`src/rtl/ripple_borrow_subtractor_seq.sv`:
```
// ============================================================================
//  Module      : ripple_borrow_subtractor_seq
//  Description : Multi-cycle ripple-borrow subtractor D = X - Y - Bi, STEP bits
//                per clock with valid/ready handshakes on both sides.
//                Optional signed-overflow flag: define RBS_OVERFLOW_EN.
//  Revision    : 1.0  initial release
// ============================================================================
`default_nettype none

module ripple_borrow_subtractor_seq #(
    parameter int WIDTH = 32,
    parameter int STEP  = 4
) (
    input  logic             clk,
    input  logic             rst_n,
    input  logic             in_valid,
    output logic             in_ready,
    input  logic [WIDTH-1:0] X,
    input  logic [WIDTH-1:0] Y,
    input  logic             Bi,
    output logic             out_valid,
    input  logic             out_ready,
    output logic [WIDTH-1:0] D,
    output logic             Bo,
    output logic             V
);

    localparam int N  = WIDTH / STEP;
    localparam int CW = (N > 1) ? $clog2(N) : 1;
    localparam logic [CW-1:0] c_LAST = CW'(N - 1);

    typedef enum logic [1:0] {
        S_IDLE = 2'd0,
        S_BUSY = 2'd1,
        S_DONE = 2'd2
    } state_t;

    state_t           r_state;
    state_t           w_state_next;
    logic [WIDTH-1:0] r_x;
    logic [WIDTH-1:0] r_y;
    logic [WIDTH-1:0] r_d;
    logic             r_b;
    logic             r_bo;
    logic [CW-1:0]    r_cnt;

    logic [STEP-1:0]  w_xc;
    logic [STEP-1:0]  w_yc;
    logic [STEP-1:0]  w_dc;
    logic             w_b;
    logic             w_bc;
    logic [WIDTH-1:0] w_d_next;
    logic             w_last;

    assign w_last    = (r_cnt == c_LAST);
    assign in_ready  = (r_state == S_IDLE);
    assign out_valid = (r_state == S_DONE);
    assign D         = r_d;
    assign Bo        = r_bo;

    // Select the active chunk and splice its difference back into D
    always_comb begin
        w_xc     = '0;
        w_yc     = '0;
        w_d_next = r_d;
        for (int k = 0; k < N; k++) begin
            if (r_cnt == CW'(k)) begin
                w_xc                     = r_x[k*STEP +: STEP];
                w_yc                     = r_y[k*STEP +: STEP];
                w_d_next[k*STEP +: STEP] = w_dc;
            end
        end
    end

    always_comb begin
        w_b  = r_b;
        w_dc = '0;
        for (int i = 0; i < STEP; i++) begin
            w_dc[i] = w_xc[i] ^ w_yc[i] ^ w_b;
            w_b     = (~w_xc[i] & w_yc[i]) | (~(w_xc[i] ^ w_yc[i]) & w_b);
        end
        w_bc = w_b;
    end

    always_comb begin
        w_state_next = r_state;
        case (r_state)
            S_IDLE:  if (in_valid)  w_state_next = S_BUSY;
            S_BUSY:  if (w_last)    w_state_next = S_DONE;
            S_DONE:  if (out_ready) w_state_next = S_IDLE;
            default:                w_state_next = S_IDLE;
        endcase
    end

    always_ff @(posedge clk or negedge rst_n) begin
        if (!rst_n) begin
            r_state <= S_IDLE;
        end else begin
            r_state <= w_state_next;
        end
    end

    always_ff @(posedge clk or negedge rst_n) begin
        if (!rst_n) begin
            r_x   <= '0;
            r_y   <= '0;
            r_d   <= '0;
            r_b   <= 1'b0;
            r_bo  <= 1'b0;
            r_cnt <= '0;
        end else begin
            case (r_state)
                S_IDLE: begin
                    if (in_valid) begin
                        r_x   <= X;
                        r_y   <= Y;
                        r_b   <= Bi;
                        r_cnt <= '0;
                    end
                end
                S_BUSY: begin
                    r_d   <= w_d_next;
                    r_b   <= w_bc;
                    r_cnt <= r_cnt + 1'b1;
                    if (w_last) r_bo <= w_bc;
                end
                default: ;
            endcase
        end
    end

`ifdef RBS_OVERFLOW_EN
    logic r_v;

    // The MSB chunk is the last one, so its fresh difference bit is the result sign
    always_ff @(posedge clk or negedge rst_n) begin
        if (!rst_n) begin
            r_v <= 1'b0;
        end else if (r_state == S_BUSY && w_last) begin
            r_v <= (r_x[WIDTH-1] ^ r_y[WIDTH-1]) & (w_dc[STEP-1] ^ r_x[WIDTH-1]);
        end
    end

    assign V = r_v;
`else
    assign V = 1'b0;
`endif

endmodule

`default_nettype wire

```
`config.mk`:
```
export PLATFORM = sky130hd
export DESIGN_NAME = ripple_borrow_subtractor_seq
export DESIGN_NICKNAME = d
export VERILOG_FILES = /design/src/rtl/ripple_borrow_subtractor_seq.sv
export SDC_FILE = /design/constraint.sdc
export NUM_CORES = 1
export LEC_CHECK = 0
export BUFFER_PORTS_ARGS = -buffer_cell sky130_fd_sc_hd__clkbuf_2
export CORE_UTILIZATION = 30
export DETAILED_ROUTE_END_ITERATION = 10
export PLACE_DENSITY = 0.47
export SYNTH_ARGS = -nofsm -noshare
export SYNTH_HDL_FRONTEND = slang
export SYNTH_SLANG_ARGS = --single-unit
```
`constraint.sdc`:
```
create_clock -name clk -period 8.25 [get_ports clk]
set_input_delay 0.825 -clock clk [delete_from_list [all_inputs] [get_ports clk]]
set_output_delay 0.825 -clock clk [all_outputs]
set_load 0.005 [all_outputs]
```
==> flow_metrics.py <==
metrics = {
    "outcome": {
        "status": "complete, no violations",
    },
    "synth": {
        "yosysTopAreaCell": "dfrtp_1",
        "async_flop_share_pct": 100,
        "syn_area_um2": 4940,
        "yosysTopAreaCellShare_pct": 52.2,
        "synth_flop_cell": "dfrtp_1",
        "yosys_warnings": 0,
        "synth_cells": 528,
        "ys_ff_latch": 103,
        "synthTopCellsByArea": "dfrtp_1 52%, nand2_1 16%, mux2_1 3.9%, o21ai_1 2.9%, a21oi_1 2.6%",
        "synthDistinctLibCells": 45,
        "avgSynthCellArea_um2": 9.36,
        "synth_nets": 607,
        "yosysSeqAreaShare_pct": 52.2,
        "synth_edf_count": 0,
    },
    "die": {
        "die_height_um": 130,
        "initial_utilization_pct": 30.9,
        "die_w_um": 130,
        "die-area_um2": 17000,
        "core_um2": 16000,
        "rows": 46,
        "ios": 105,
    },
    "global_routing": {
        "grt_pass1_wl_mm": 20.9,
        "grt_overflow": 0,
        "track_usage_pct": 16.3,
        "grt_pass1_vias": 4017,
        "grt_max_degree": 76,
        "antenna_found_initial": 0,
    },
    "route": {
        "dr.max_layer_used": "met4",
        "drt_iter0_markers": 198,
        "drc": 0,
        "drt_wl_total_mm": 12.9,
        "vias": 3879,
        "drt_pass1_iterations": 4,
        "wl_met2_mm": 5.81,
        "wl_met3_um": 673,
        "wl_met1_mm": 6.08,
        "post_drt_wl_per_cell_um": 15.4,
        "via_per_inst": 4.64,
        "ant_nets": 0,
    },
    "finish": {
        "area_growth_pct": 18.3,
        "final_util_pct": 36.5,
        "antennaDiodeCount": 0,
        "nets": 694,
        "multi_input_area_um2": 2100,
        "register_area_um2": 2580,
        "nFillCells": 1696,
        "drive_above_1_share_pct": 23.1,
    },
    "place": {
        "dp_hpwl_mm": 9.18,
        "numPortBuffers": 103,
        "gp_congestion": 0.807,
    },
    "timing": {
        "fin_crit_sh_pct": 55.8,
        "slew_headroom_pct": 24.1,
        "hold_viol": 0,
        "fin_worst_skew_ps": 8.92,
        "finalCriticalPeriod_ps": 4600,
        "hold_ws_ps": 479,
        "finalSetupViolations": 0,
        "worst_slew_pin_slew_ps": 1130,
        "max_freq_ghz": 0.217,
        "tns_ps": 0,
        "grt_setup_unrepaired": "no",
        "maxSlewViolCount": 0,
    },
    "cts": {
        "cts_buffers": 9,
        "postCtsSetupBuffers": 0,
        "cts_sinks": 103,
        "path_clk_slew_ps": 70,
        "hold_buffers": 0,
        "clock_latency_ps": 350,
        "htree_levels": 3,
        "clock_path_buffers": 2,
        "cts_tree": "built",
        "cts_resized": 0,
        "cts_root_buf": "clkbuf_16",
    },
    "run": {
        "max_cap_viol_count": 0,
    },
    "worst_setup_path": {
        "worstPathMaxFanout": 24,
        "slowest_delay_ps": 1080,
        "cp-start-kind": "register",
        "crit_chain": "inv_2, ha_1, nor2b_1, o32ai_1, a21oi_1, o31ai_2, fa_1, inv_1, fa_1, fa_1, inv_1, fa_1, o21ai_1",
        "crit_type": "register to register",
        "path_delay_family": "adder cells",
        "worstPathArrival_ps": 4880,
        "crit_path_top_delay_cell": "dfrtp_1",
        "path_buf_inv": 3,
        "required_ps": 8520,
        "endpoint_kind": "register",
        "path_common_cell": "fa_1",
    },
    "pwr": {
        "p_per_area_nw_per_um2": 449,
        "ir_drop_mv": 0.355,
        "cellLeakagePower_nw": 2.91,
    },
    "hold_path": {
        "hold_class": "register to register",
    },
}
-- logic make-up (layout without fill, tap and decap cells) --
| logic type | count (synthesis) | after routing | share of synthesized area [%] |
|---|---|---|---|
| buffers and inverters | 45 | 137 | 5.37 |
| DFF | 103 | 103 | 52.2 |
| muxes | 17 | 17 | 3.87 |
| adders and majority gates | 10 | 10 | 3.14 |
| other | 1 | 1 | 0.0759 |
| and+or+nand+nor | 260 | 260 | 23.2 |
| AOI/OAI and AO/OA | 92 | 92 | 12.2 |
-- flip-flops by register name (all words and copies together) (netlist names) --
name     cells
Bo           1
D           32
r_cnt        3
r_y         32
r_b          1
r_x         32
r_state      2
-- routing by layer --
| metal | up-vias | track usage [%] |
|---|---|---|
| li1 | 1914 | - |
| met1 | 1837 | 21.6 |
| met2 | 109 | 25.9 |
| met3 | 19 | 3.77 |
| met4 | 0 | 5.81 |
| met5 | - | 0 |
-- cell type report --
| type | instances | area share (%) |
|---|---|---|
| timing repair buffer | 106 | 9.25 |
| clock buffer | 10 | 4.09 |
| clock inverter | 6 | 1.01 |
| tap | 216 | 4.62 |
| multi-input combinational | 380 | 36.0 |
| inverter | 15 | 0.963 |
| sequential | 103 | 44.1 |
-- cells in the final DEF (no fill, tap or decap), types with 5 or more instances in the layout --
master,instances
clkbuf_16,9
dfrtp_1,103
inv_1,14
a21oi_1,26
nand2_1,210
mux2_1,17
o32ai_1,6
nand2_2,5
nor2_1,10
nor2b_1,7
nand3_1,7
clkbuf_2,102
ha_1,6
nor3b_1,7
o21ai_1,29
-- Yosys cell counts, types with 6 or more instances --
| cell | n |
|---|---|
| nand2_1 | 211 |
| dfrtp_1 | 103 |
| o21ai_1 | 29 |
| a21oi_1 | 26 |
| mux2_1 | 17 |
| inv_1 | 14 |
| buf_2 | 11 |
| nor2_1 | 10 |
| buf_6 | 9 |
| nand3_1 | 7 |
| nor2b_1 | 7 |
| nor3b_1 | 7 |
| ha_1 | 6 |
| o32ai_1 | 6 |
-- per-stage QoR --
step	setup WS, ps	power [mW]	area (µm²)	std cells
3_5_place_dp	3670	2.23	5550	820
5_1_grt	3360	2.86	5850	836
4_1_cts	3650	2.67	5850	836
6_report	3650	2.63	5850	836
3_3_place_gp	3770	2.20	5550	820
2_1_floorplan	4800	1.79	4940	528
-- power breakdown --
part | switching [mW] | total, mW | internal, mW
Sequential | 0.172 | 0.923 | 0.751
Clock | 0.188 | 0.430 | 0.243
Combinational | 0.785 | 1.27 | 0.488
Total | 1.15 | 2.63 | 1.48
-- worst min-delay path: stages, from the launching register on --
cell and delay (ps):
dfrtp_1 340, nand2_1 50, nand2_1 60
-- final timing paths --
kind	depth (start not counted)	slack [ps]	from	end
worst min-delay path	2	480	r_x[16]	r_x[16]
max in group asynchronous	2	6590	rst_n	r_x[8]
worst max-delay path	13	3650	r_cnt[2]	D[3]
worst max register to register	13	3650	r_cnt[2]	D[3]
min in group asynchronous	1	520	rst_n	D[17]
worst min register to register	2	480	r_x[16]	r_x[16]
Power figures use the tool's default switching activity.
